<file path="config.mk">
export PLATFORM = sky130hd
export DESIGN_NAME = clock_divider_prog_flat
export DESIGN_NICKNAME = d
export VERILOG_FILES = /design/src/rtl/clock_divider_prog_if.sv /design/src/rtl/clock_divider_prog.sv /design/src/flat_wrapper.sv
export SDC_FILE = /design/constraint.sdc
export NUM_CORES = 1
export LEC_CHECK = 0
export ABC_AREA = 0
export CAP_MARGIN = 25
export CORE_ASPECT_RATIO = 1.1
export CORE_MARGIN = 2
export CORE_UTILIZATION = 45
export CTS_BUF_LIST = sky130_fd_sc_hd__clkbuf_2
export DETAILED_ROUTE_END_ITERATION = 6
export PLACE_DENSITY = 0.68
export REMOVE_ABC_BUFFERS = 1
export SYNTH_ARGS = -nofsm -noshare
export SYNTH_HDL_FRONTEND = slang
export SYNTH_SLANG_ARGS = --single-unit
</file>
<file path="constraint.sdc">
create_clock -name clk_in -period 5.82 [get_ports clk_in]
set_input_delay 1.164 -clock clk_in [delete_from_list [all_inputs] [get_ports clk_in]]
set_output_delay 1.164 -clock clk_in [all_outputs]
set_load 0.1 [all_outputs]
</file>
<file path="src/rtl/clock_divider_prog_if.sv">
// Control/status bundle for clock_divider_prog: divisor load, enable/restart
// controls and the divided-clock / tick / status outputs.
interface clock_divider_prog_if #(
  parameter int unsigned WIDTH = 16
);
  logic             en;
  logic             restart;
  logic [WIDTH-1:0] div_in;
  logic             div_load;
  logic             clk_out;
  logic             tick;
  logic [WIDTH-1:0] div_active;
  logic             busy;
  logic             load_err;

  modport master (
    output en, restart, div_in, div_load,
    input  clk_out, tick, div_active, busy, load_err
  );

  modport slave (
    input  en, restart, div_in, div_load,
    output clk_out, tick, div_active, busy, load_err
  );
endinterface

</file>
<file path="src/rtl/clock_divider_prog.sv">
// Runtime-programmable integer clock divider with registered divided clock,
// one-cycle tick, glitch-free divisor changes at period boundaries and a sticky load error.
module clock_divider_prog #(
  parameter int unsigned WIDTH       = 16,
  parameter int unsigned DEFAULT_DIV = 4
) (
  input logic                  clk_in,
  input logic                  rst,
  clock_divider_prog_if.slave  bus
);

  localparam longint unsigned DIV_MAX = (64'd1 << WIDTH) - 64'd1;

  generate
    if (DEFAULT_DIV < 1 || longint'(DEFAULT_DIV) > DIV_MAX) begin : g_bad_default
      $error("clock_divider_prog: DEFAULT_DIV out of range 1..2^WIDTH-1");
    end
  endgenerate

  localparam logic [WIDTH-1:0] DEF_DIV = WIDTH'(DEFAULT_DIV);

  logic [WIDTH-1:0] cnt_q;
  logic [WIDTH-1:0] div_q;
  logic [WIDTH-1:0] pend_q;
  logic             busy_q;
  logic             err_q;
  logic             clk_q;
  logic             tick_q;

  logic             last;
  logic             boundary;
  logic             apply;
  logic             load_ok;
  logic             load_bad;
  logic [WIDTH-1:0] div_nxt;
  logic [WIDTH-1:0] cnt_nxt;
  logic [WIDTH-1:0] half_nxt;

  // Outputs are decoded from the post-edge count and divisor, so a divisor
  // swapped in at a boundary shapes the very first cycle of its own period.
  always_comb begin
    last     = 1'b0;
    boundary = 1'b0;
    apply    = 1'b0;
    load_ok  = 1'b0;
    load_bad = 1'b0;
    div_nxt  = div_q;
    cnt_nxt  = cnt_q;
    half_nxt = '0;

    last     = (cnt_q == (div_q - 1'b1));
    boundary = bus.en & (bus.restart | last);
    apply    = boundary & busy_q;
    div_nxt  = apply ? pend_q : div_q;
    cnt_nxt  = boundary ? '0 : (cnt_q + 1'b1);
    half_nxt = div_nxt - (div_nxt >> 1);
    load_ok  = bus.div_load & (bus.div_in != '0);
    load_bad = bus.div_load & (bus.div_in == '0);
  end

  always_ff @(posedge clk_in or posedge rst) begin
    if (rst) begin
      cnt_q  <= DEF_DIV - 1'b1;
      div_q  <= DEF_DIV;
      pend_q <= '0;
      busy_q <= 1'b0;
      err_q  <= 1'b0;
      clk_q  <= 1'b0;
      tick_q <= 1'b0;
    end else begin
      if (bus.en) begin
        cnt_q  <= cnt_nxt;
        div_q  <= div_nxt;
        tick_q <= (cnt_nxt == '0);
        clk_q  <= (cnt_nxt < half_nxt);
      end

      // A load coinciding with a boundary stays pending for the next one.
      if (load_ok) begin
        pend_q <= bus.div_in;
        busy_q <= 1'b1;
      end else if (apply) begin
        busy_q <= 1'b0;
      end

      if (load_bad) begin
        err_q <= 1'b1;
      end
    end
  end

  assign bus.clk_out    = clk_q;
  assign bus.tick       = tick_q;
  assign bus.div_active = div_q;
  assign bus.busy       = busy_q;
  assign bus.load_err   = err_q;

endmodule

</file>
<file path="src/flat_wrapper.sv">
// flat-port wrapper written by rule: the top's interface ports become plain ports
module clock_divider_prog_flat 
#(
  parameter int unsigned WIDTH       = 16,
  parameter int unsigned DEFAULT_DIV = 4
)
  (clk_in, rst, bus_en, bus_restart, bus_div_in, bus_div_load, bus_clk_out, bus_tick, bus_div_active, bus_busy, bus_load_err);
  clock_divider_prog_if #(.WIDTH(WIDTH)) bus_i ();
  input logic clk_in;
  input logic rst;
  input wire logic [$bits(bus_i.en)-1:0] bus_en;
  input wire logic [$bits(bus_i.restart)-1:0] bus_restart;
  input wire logic [$bits(bus_i.div_in)-1:0] bus_div_in;
  input wire logic [$bits(bus_i.div_load)-1:0] bus_div_load;
  output wire logic [$bits(bus_i.clk_out)-1:0] bus_clk_out;
  output wire logic [$bits(bus_i.tick)-1:0] bus_tick;
  output wire logic [$bits(bus_i.div_active)-1:0] bus_div_active;
  output wire logic [$bits(bus_i.busy)-1:0] bus_busy;
  output wire logic [$bits(bus_i.load_err)-1:0] bus_load_err;
  assign bus_i.en = bus_en;
  assign bus_i.restart = bus_restart;
  assign bus_i.div_in = bus_div_in;
  assign bus_i.div_load = bus_div_load;
  assign bus_clk_out = bus_i.clk_out;
  assign bus_tick = bus_i.tick;
  assign bus_div_active = bus_i.div_active;
  assign bus_busy = bus_i.busy;
  assign bus_load_err = bus_i.load_err;
  clock_divider_prog #(.WIDTH(WIDTH), .DEFAULT_DIV(DEFAULT_DIV)) u_core (.clk_in(clk_in), .rst(rst), .bus(bus_i));
endmodule
</file>
==> results of run 1 <==
==> power groups by stage <==
stage                     clock, mW  combinational (mW)  sequential (mW)
after global placement            0                1.18            0.478
after floorplan                   0               0.605            0.699
final                         0.147                1.25            0.475
after CTS                     0.154                1.23            0.473
after detailed placement          0                1.21            0.480
after global routing          0.166                1.36            0.484
==> placed cells by master, fill, tap and decap left out, drive strengths merged, types with 3 or more instances in the layout <==
cell type / count
mux2: 52
buf: 52
dfrtp: 49
nor2: 43
clkdlybuf4s50: 40
ha: 30
inv: 25
xnor2: 23
xor2: 22
o21ai: 19
nand2: 17
nand3: 15
nor4: 12
a21oi: 11
nor2b: 9
nand4: 9
nor3: 8
nand2b: 7
o31ai: 6
a21o: 6
clkbuf: 6
mux2i: 6
and3: 5
a31oi: 5
and2: 5
or4: 4
or3: 3
and4: 3
o31a: 3
o21a: 3
o21bai: 3
dfstp: 3
a22oi: 3
==> synth_stat cells, types with 4 or more instances <==
| master | instances |
|---|---|
| a21o_1 | 6 |
| a21oi_1 | 11 |
| a31oi_1 | 5 |
| and2_1 | 4 |
| and3_1 | 5 |
| clkbuf_1 | 17 |
| dfrtp_1 | 49 |
| ha_1 | 30 |
| inv_1 | 24 |
| mux2_2 | 52 |
| mux2i_1 | 5 |
| nand2_1 | 17 |
| nand2b_1 | 7 |
| nand3_1 | 15 |
| nand4_1 | 9 |
| nor2_1 | 43 |
| nor2b_1 | 9 |
| nor3_1 | 8 |
| nor4_1 | 12 |
| o21ai_0 | 18 |
| o31ai_1 | 6 |
| xnor2_1 | 23 |
| xor2_1 | 22 |
==> layer usage <==
layer	vias to the layer above	GRT usage (%)	share of wire (%)
met5	-	0	0
met2	61	37.6	49
met4	0	6.65	2.2
met1	1749	28.4	45
met3	14	2.80	3.9
li1	1805	-	-
==> cell type report <==
| cell class | count | area share (%) |
|---|---|---|
| repair buffers | 92 | 15.6 |
| clock inverters | 1 | 0.0960 |
| clock buffers | 6 | 0.576 |
| inverters | 25 | 1.80 |
| well taps | 117 | 2.81 |
| multi-input cells | 358 | 54.1 |
| flip-flops and latches | 52 | 25.0 |
==> state kept, by name, indices dropped and copies added, names as in the netlist <==
| name | flops |
|---|---|
| u_core.bus.tick | 1 |
| u_core.cnt_q | 16 |
| u_core.bus.clk_out | 1 |
| u_core.bus.div_active | 16 |
| u_core.bus.load_err | 1 |
| u_core.bus.busy | 1 |
| u_core.pend_q | 16 |
==> path summary, 6_finish.rpt <==
check / from / endpoint / slack, ps
worst min register to register: u_core.bus.load_err / u_core.bus.load_err / 510
max in group asynchronous: rst / u_core.pend_q[14] / 4220
worst max-delay path: u_core.bus.div_active[7] / u_core.bus.clk_out / -180
worst min-delay path: u_core.bus.load_err / u_core.bus.load_err / 510
min in group asynchronous: rst / u_core.bus.div_active[1] / 1020
worst max register to register: u_core.bus.div_active[7] / u_core.bus.clk_out / -180
==> logic make-up after synthesis <==
family	Yosys count	synth area share [%]
xor gates and xnor gates	46	9.67
muxes	58	15.1
adders and majority gates	31	9.18
DFF	52	30.3
buffers and inverters	52	5.49
and+or+nand+nor	147	17.8
AOI/OAI and AO/OA	76	12.5
==> timing repair <==
item	4_1_cts	5_1_grt
endpoints found under the setup margin	1	1
gates cloned	0	0
endpoints found under the hold margin	0	0
pin swaps	8	7
resized for setup	7	8
buffers inserted	1	1
==> critical path: cells and delay by family, from the launching register on <==
kind            cells  cell delay, ps
compound gates     15            2540
simple gates        8            1900
fa+ha+maj           2             540
flops               1             440
mux                 2             340
xor+xnor            1             210
==> results by group, run 1 <==
Clock network
  – Root buffer cell: clkbuf_2
  – Clock-pin transition on the worst setup and hold timing paths: 250 ps
  – CTS H-tree lvls: 2
  – CTS hold repair buffers: 0
  – CTS tree: built
  – Num Clock Sinks: between 50 and 60
  – Maximum root-to-sink buffer count: 2
  – Skew-Pair Late Insertion Delay: 480 ps
  – CTS buffer count: 5

Yosys
  – Yosys reg bits: 52
  – Syn avg cell area: 9.32 um2
  – Synth cell types: 62
  – Area contributors post-synth: dfrtp_1 (28%), mux2_2 (14%), ha_1 (8.7%)
  – Post-synthesis cell area: between 4000 and 5000 um2
  – Share of the synthesized area in the top cell type: between 20 and 30%
  – Ys flop type: dfrtp_1
  – EDFF count, synth: 0
  – Gate Count Post-Synth: around 460
  – Synth Warn #: 0
  – Area leader, netlist: dfrtp_1
  – Async SR Flop Fraction: 100%
  – Sequential share of the synthesized area: between 30% and 40%

Detailed routing
  – Initial DRC count: approximately 150
  – Residual DRC: 0
  – Routed wire length: 10,600 um
  – ANT nets after route: 0
  – Total number of vias: around 3,600
  – Drt wl/cell: roughly 16 um
  – Total iterations of the first detailed-routing run: 4
  – Vias per inst: ~5.6

STA
  – Setup tns final: -182 ps
  – Slew HR: between 30 and 40%
  – RSZ-0062 raised after global routing: yes
  – Worst Tran Pin Value: between 900 and 1000 ps
  – Hold WS: between 500 and 600 ps
  – Max-slew violations: 0
  – Worst setup margin: -182 ps
  – Minimum clock period: 6000 ps
  – Final setup vio count: 1
  – Crit share post-route: 103%
  – Fmax: between 0.15 and 0.2 GHz
  – Final setup skew: around 23 ps
  – Final hold vios: 0

Critical path
  – CP max FO: 7
  – Worst Path Arrival: between 6000 and 7000 ps
  – Setup Crit Path Kind: reg2reg
  – Crit. End Element: register
  – CP max stage delay: around 550 ps
  – CP startpoint kind: register
  – Required time worst endpoint: approximately 6200 ps
  – Slowest cell on the critical path: or4_4
  – Worst R2R Path Depth: 28

Die
  – Core ar.: 9350 um2
  – Initial core utilization: between 40% and 50%
  – Chip width: between 90 and 100 um
  – Row count: 37
  – Height of the chip: 107 um
  – Area of the die: 10,400 um2
  – I/O pins: between 40 and 50

Final layout
  – Multi-input logic area: between 2000 and 3000 um2
  – FF+latch area: roughly 1300 um2
  – Final Util: between 50% and 60%
  – Antenna diodes: 0
  – Non-Filler Instances: 651
  – Share of cells above drive strength 1: 25.1%
  – Final net count: 586
  – Layout filler cell count: ~880
  – Area Overhead vs Synth: 21.0%
  – Design Area, Final: between 5000 and 6000 um2

Global route
  – Vias in the first global route: ~3,700
  – Global route total overflow: 0
  – GRT Util Overall: around 22%
  – Global-route wire length before repair: between 15,000 and 20,000 um
  – Initial antenna violation count: 0
  – Largest net degree at the start of global routing: 29

Pwr
  – Power per Cell Area: about 360 nW/um2
  – Reg power frac: 25.4%
  – Static leakage: about 2.3 nW
  – Peak VDD IR: ~230 uV
  – Switching part of the total: ~48%
  – Int Pwr: between 0.9 and 1 mW
  – Net switching power: roughly 0.9 mW
  – Comb power frac: between 60% and 70%
  – Power after layout: around 1.9 mW
  – Clock share of power: roughly 7.9%

Status
  – Failing checks: negative setup slack
  – Status: complete, but fails checks

Place
  – Pre-CTS WS: -383 ps
  – HPWL after DPL: around 8500 um
  – Cell Area, Placed: between 5000 and 6000 um2
  – Placed cells: between 600 and 700
  – # port buffers: 40
  – GPL Wtd Cong: approximately 0.89

Min path
  – Hold/Removal Path Class: reg2reg
  – Hold Crit Depth: 1

Flow run
  – Max-Cap Viols: 0
Power figures use the tool's default switching activity.
==> run 2: changes to the inputs <==
--- a/config.mk
+++ b/config.mk
@@ -12,7 +12,7 @@
 export CORE_UTILIZATION = 45
 export CTS_BUF_LIST = sky130_fd_sc_hd__clkbuf_2
 export DETAILED_ROUTE_END_ITERATION = 6
-export PLACE_DENSITY = 0.68
+export PLACE_DENSITY = 0.65
 export REMOVE_ABC_BUFFERS = 1
 export SYNTH_ARGS = -nofsm -noshare
 export SYNTH_HDL_FRONTEND = slang
==> constraint.sdc (replaced) <==
create_clock -name clk_in -period 6.28 [get_ports clk_in]
set_input_delay 1.256 -clock clk_in [delete_from_list [all_inputs] [get_ports clk_in]]
set_output_delay 1.256 -clock clk_in [all_outputs]
set_load 0.1 [all_outputs]
==> results by group, run 2 (synthesized netlist as in run 1, its figures left out) <==
Status
  – Status: finished clean

Pwr
  – Power after layout: roughly 1.7 mW
  – Power per Cell Area: 336 nW/um2
  – Static leakage: between 2 and 2.5 nW
  – Clock share of power: approximately 10%
  – Int Pwr: roughly 0.89 mW
  – Comb power frac: 63.2%
  – Peak VDD IR: roughly 160 uV
  – Reg power frac: 26.6%
  – Net switching power: approximately 0.83 mW
  – Switching part of the total: approximately 48%

STA
  – Final setup skew: 23.5 ps
  – Max-slew violations: 0
  – Final setup vio count: 0
  – Fmax: between 0.15 and 0.2 GHz
  – Slew HR: between 30% and 40%
  – Crit share post-route: between 90% and 100%
  – Final hold vios: 0
  – Worst Tran Pin Value: between 900 and 1000 ps
  – Minimum clock period: around 6000 ps
  – Setup tns final: 0 ps

Detailed routing
  – Vias per inst: a little under 6
  – Initial DRC count: around 150
  – Total iterations of the first detailed-routing run: 4
  – Drt wl/cell: between 15 and 20 um
  – ANT nets after route: 0
  – Residual DRC: 0
  – Top Layer Used: met4
  – Met3 WL: between 500 and 600 um
  – Total number of vias: around 3,600
  – Routed wire length: between 10,000 and 15,000 um
  – Metal-1 WL: 4670 um
  – Met2 wire len: about 5300 um

Clock network
  – Skew-Pair Late Insertion Delay: around 460 ps
  – Root buffer cell: clkbuf_2
  – CTS buffer count: 5
  – Clock-pin transition on the worst setup and hold timing paths: 270 ps
  – CTS hold repair buffers: 0
  – Num Clock Sinks: 52
  – CTS H-tree lvls: 2
  – CTS tree: built
  – Maximum root-to-sink buffer count: 2

Critical path
  – Worst setup path startpoint: u_core.bus.div_active[8]
  – Setup Crit Path Kind: reg2reg
  – Most frequent CP cell: a21o_1
  – Crit path capture: u_core.bus.clk_out
  – Required time worst endpoint: 6700 ps
  – CP max FO: 7
  – Slowest cell on the critical path: or4_4
  – Crit. End Element: register
  – Reg2Reg Capture Point: u_core.bus.clk_out
  – R2R setup slack: roughly 300 ps
  – RR Startpoint: u_core.bus.div_active[8]
  – Worst Path Arrival: roughly 6400 ps
  – Worst R2R Path Depth: 29
  – CP startpoint kind: register
  – CP max stage delay: 560 ps

Final layout
  – Layout filler cell count: approximately 860
  – Multi-input logic area: around 2900 um2
  – Most common cell after layout, fill and taps aside: mux2_2
  – Most frequent cells in the layout: mux2_2 (52), dfrtp_1 (49), nor2_1 (43)
  – Area Overhead vs Synth: 18.9%
  – Share of cells above drive strength 1: 22.5%
  – Final net count: 562
  – Antenna diodes: 0
  – FF+latch area: 1310 um2

Flow run
  – Max-Cap Viols: 0

Global route
  – GRT Util Overall: a little over a fifth
  – Initial antenna violation count: 0
  – Vias in the first global route: 3,516
  – Largest net degree at the start of global routing: 29
  – Global route total overflow: 0
  – Global-route wire length before repair: approximately 17,000 um

Die
  – Core ar.: between 9000 and 10,000 um2
  – I/O pins: a little over 40
  – Row count: 37
  – Area of the die: slightly above 10,000 um2
  – Chip width: between 90 and 100 um
  – Height of the chip: between 100 and 150 um
  – Initial core utilization: 46.1%

Min path
  – Hold/Removal Path Class: reg2reg
  – Hold Crit Start: u_core.bus.load_err
  – Hold Crit Depth: 1

Place
  – # port buffers: 40
  – GPL Wtd Cong: 0.911
  – HPWL after DPL: ~8300 um
-- run 2: power by group through the flow --
stage | logic (mW) | registers, mW | clock network (mW)
2_1_floorplan | 0.561 | 0.647 | 0
3_3_place_gp | 1.01 | 0.459 | 0
3_5_place_dp | 1.02 | 0.462 | 0
4_1_cts | 1.03 | 0.456 | 0.182
5_1_grt | 1.18 | 0.468 | 0.193
6_report | 1.09 | 0.458 | 0.175
-- run 2: worst min path at each step --
stage | endpoint | slack, ps
2_1_floorplan | u_core.bus.div_active[1] | 460
3_3_place_gp | u_core.bus.load_err | 460
3_5_place_dp | u_core.bus.load_err | 470
4_1_cts | u_core.bus.load_err | 520
5_1_grt | u_core.bus.load_err | 550
6_report | u_core.bus.load_err | 510
-- run 2: layout make-up --
| cell class | count | share of cell area, % |
|---|---|---|
| multi-input cells | 358 | 56.2 |
| flip-flops and latches | 52 | 25.5 |
| repair buffers | 68 | 12.4 |
| well taps | 117 | 2.86 |
| inverters | 25 | 1.83 |
| clock inverters | 3 | 0.733 |
| clock buffers | 5 | 0.488 |
-- run 2: worst max-delay path: cells and delay by family (launching register included) --
kind,cells,cell delay (ps)
AO/OA/AOI/OAI,16,2660
AND/OR/NAND/NOR,8,1820
adder cells (fa/ha/maj),2,500
flip-flops,1,440
multiplexers,2,370
XOR/XNOR,1,180
-- run 2: per-layer routing --
layer | vias to the layer above | GRT usage (%)
li1 | 1760 | -
met3 | 19 | 2.35
met5 | - | 0
met1 | 1751 | 27.8
met2 | 100 | 36.2
met4 | 0 | 6.55
-- run 2: per-stage QoR --
step	instance area (um2)	setup slack (ps)	hold WS (ps)	utilization, %	instances
6_report	5120	301	513	54.8	628
5_1_grt	5120	-42.5	553	54.8	628
4_1_cts	4940	6.81	520	52.8	619
3_5_place_dp	4870	11.4	467	52.0	611
3_3_place_gp	4850	196	464	51.8	610
2_1_floorplan	4170	-501	459	-	435
-- run 2: timing repair --
action	CTS	global route
pin swaps	1	20
gates resized for setup	3	21
buffers inserted	0	9
setup endpoints to repair	1	1
gates cloned	0	0
==> variant (config.mk and constraints of run 1) <==
`WIDTH` is set to 16 in 3 places; all go to 17.
--- a/src/rtl/clock_divider_prog_if.sv
+++ b/src/rtl/clock_divider_prog_if.sv
@@ -2,5 +2,5 @@
 // controls and the divided-clock / tick / status outputs.
 interface clock_divider_prog_if #(
-  parameter int unsigned WIDTH = 16
+  parameter int unsigned WIDTH = 17
 );
   logic             en;
--- a/src/rtl/clock_divider_prog.sv
+++ b/src/rtl/clock_divider_prog.sv
@@ -2,5 +2,5 @@
 // one-cycle tick, glitch-free divisor changes at period boundaries and a sticky load error.
 module clock_divider_prog #(
-  parameter int unsigned WIDTH       = 16,
+  parameter int unsigned WIDTH       = 17,
   parameter int unsigned DEFAULT_DIV = 4
 ) (
--- a/src/flat_wrapper.sv
+++ b/src/flat_wrapper.sv
@@ -2,5 +2,5 @@
 module clock_divider_prog_flat 
 #(
-  parameter int unsigned WIDTH       = 16,
+  parameter int unsigned WIDTH       = 17,
   parameter int unsigned DEFAULT_DIV = 4
 )
Ports: changed (resized bus_div_active and bus_div_in); port bits go from 41 to 43. The function was not compared with the original's and may differ.
==> variant against run 1 <==
The run still ends with setup timing left; count of clock-buffer cells in the layout fell by 1; routed wire length rose by 31%; worst setup slack got worse by 270 ps; area after synthesis rose by 16%; sequential cell count rose by 3; cell area rose by 22%; worst hold slack got worse by 9.2 ps; power rose by 21%; critical path type unchanged; largest cell class unchanged.
==> variant: results (changes against run 1) <==
[power_and_ir_drop]
cell_internal_pwr_mw=1.18  ; +22%
ir_worst_vdd_mv=0.175  ; -23%
power_density_nw_per_um2=355  ; -0.74%
power_leakage_nw=2.89  ; +23%

[logic_synthesis]
synthTopCellsByArea=sky130_fd_sc_hd__dfrtp_1, sky130_fd_sc_hd__mux2_2, sky130_fd_sc_hd__ha_1
synth.area.mux_share_pct=13.6  ; -1.4 points
synth_adder_area_share_pct=7.88  ; -1.3 points
synth_xor_xnor_area_share_pct=8.91  ; -0.76 points
synth_common_cells=sky130_fd_sc_hd__dfrtp_1, sky130_fd_sc_hd__mux2_2, sky130_fd_sc_hd__nand2_1
synth_compound_area_share_pct=15.3  ; +2.9 points

[finish]
layout-drive-gt1-share_pct=29.0  ; +3.9 points
nets=726  ; +24%

[placed_design]
portBuffers=42  ; +5.0%
gpl.final_weighted_congestion=0.868  ; -2.7%
detailedPlacementHpwl_um=10800  ; +27%
placement.cell_area_um2=6050  ; +19%

[sta]
setup_tns_ps=-453  ; -271 ps
setup_slack_ps=-453  ; -271 ps
tightest_slew_ps=990  ; +4.97 ps
final_setup_fails=1  ; unchanged
final.setup_skew_ps=39.5  ; +16.3 ps

[critical_path]
cpPeakStageDelay_ps=570  ; +20 ps
cp-startpoint=u_core.bus.div_active[0]
critical_path.max_fanout=6  ; -1
worst_reg2reg_path_length_in_cells=34  ; +21%
worst-endpoint-arrival_ps=6730  ; +310 ps

[clock_tree]
clk_pin_slew_worst_paths_ps=320  ; +70 ps

[global_routing]
grt_max_degree=56  ; +93%
first_global_vias=4510  ; +22%
first_pass_grt_wire_length_um=22700  ; +25%

[run_status]
failed_checks=setup timing
run_status=finished with violations

[detailed_routing]
routed_wl_um=13900  ; +31%
routed-via-count=4618  ; +27%
initialDrtViolationCount=199  ; +30%

[variant: what timing repair did]
action	4_1_cts	5_1_grt
endpoints found under the setup margin	1	1
buffers inserted	10	3
pin swaps	12	14
gates resized for setup	21	11
hold buffers	0	0
[variant: kinds of logic after synthesis]
group | after synthesis
fa+ha+maj | 32
compound gates | 108
buf+inv | 66
flops | 55
simple gates | 198
xor+xnor | 51
mux | 59
[variant: final cells by class]
type,count,area share [%]
antenna,1,0.0394
multi-input combinational,448,54.9
clock inverter,3,0.610
sequential,55,21.7
timing repair buffer,136,17.8
clock buffer,5,0.394
tap,147,2.89
inverter,28,1.65
[variant: stage by stage]
step / power [mW] / worst slack (ps)
after CTS: 2.22 / -519
final: 2.26 / -453
after global placement: 1.93 / -591
after global routing: 2.42 / -698
after detailed placement: 1.95 / -901
after floorplan: 1.47 / -1680
[variant: worst register-to-register path: cells and delay by family, from the launching register on]
family          cells  cell delay, ps
compound gates     15            2340
simple gates        9            1610
fa+ha+maj           4             860
buf+inv             5             740
flops               1             470
mux                 1             230
[variant: routing by layer]
metal	global-route usage [%]	routed length (um)
met1	30.9	6200
met2	41.8	6900
met3	2.33	471
met4	7.82	327
met5	0	0
[variant: worst min path at each step]
| stage | startpoint | endpoint | slack, ps |
|---|---|---|---|
| 2_1_floorplan | u_core.pend_q[0] | u_core.pend_q[0] | 440 |
| 3_3_place_gp | u_core.bus.load_err | u_core.bus.load_err | 440 |
| 6_report | u_core.bus.load_err | u_core.bus.load_err | 500 |
| 4_1_cts | u_core.bus.load_err | u_core.bus.load_err | 510 |
| 3_5_place_dp | u_core.bus.load_err | u_core.bus.load_err | 450 |
| 5_1_grt | u_core.bus.load_err | u_core.bus.load_err | 540 |
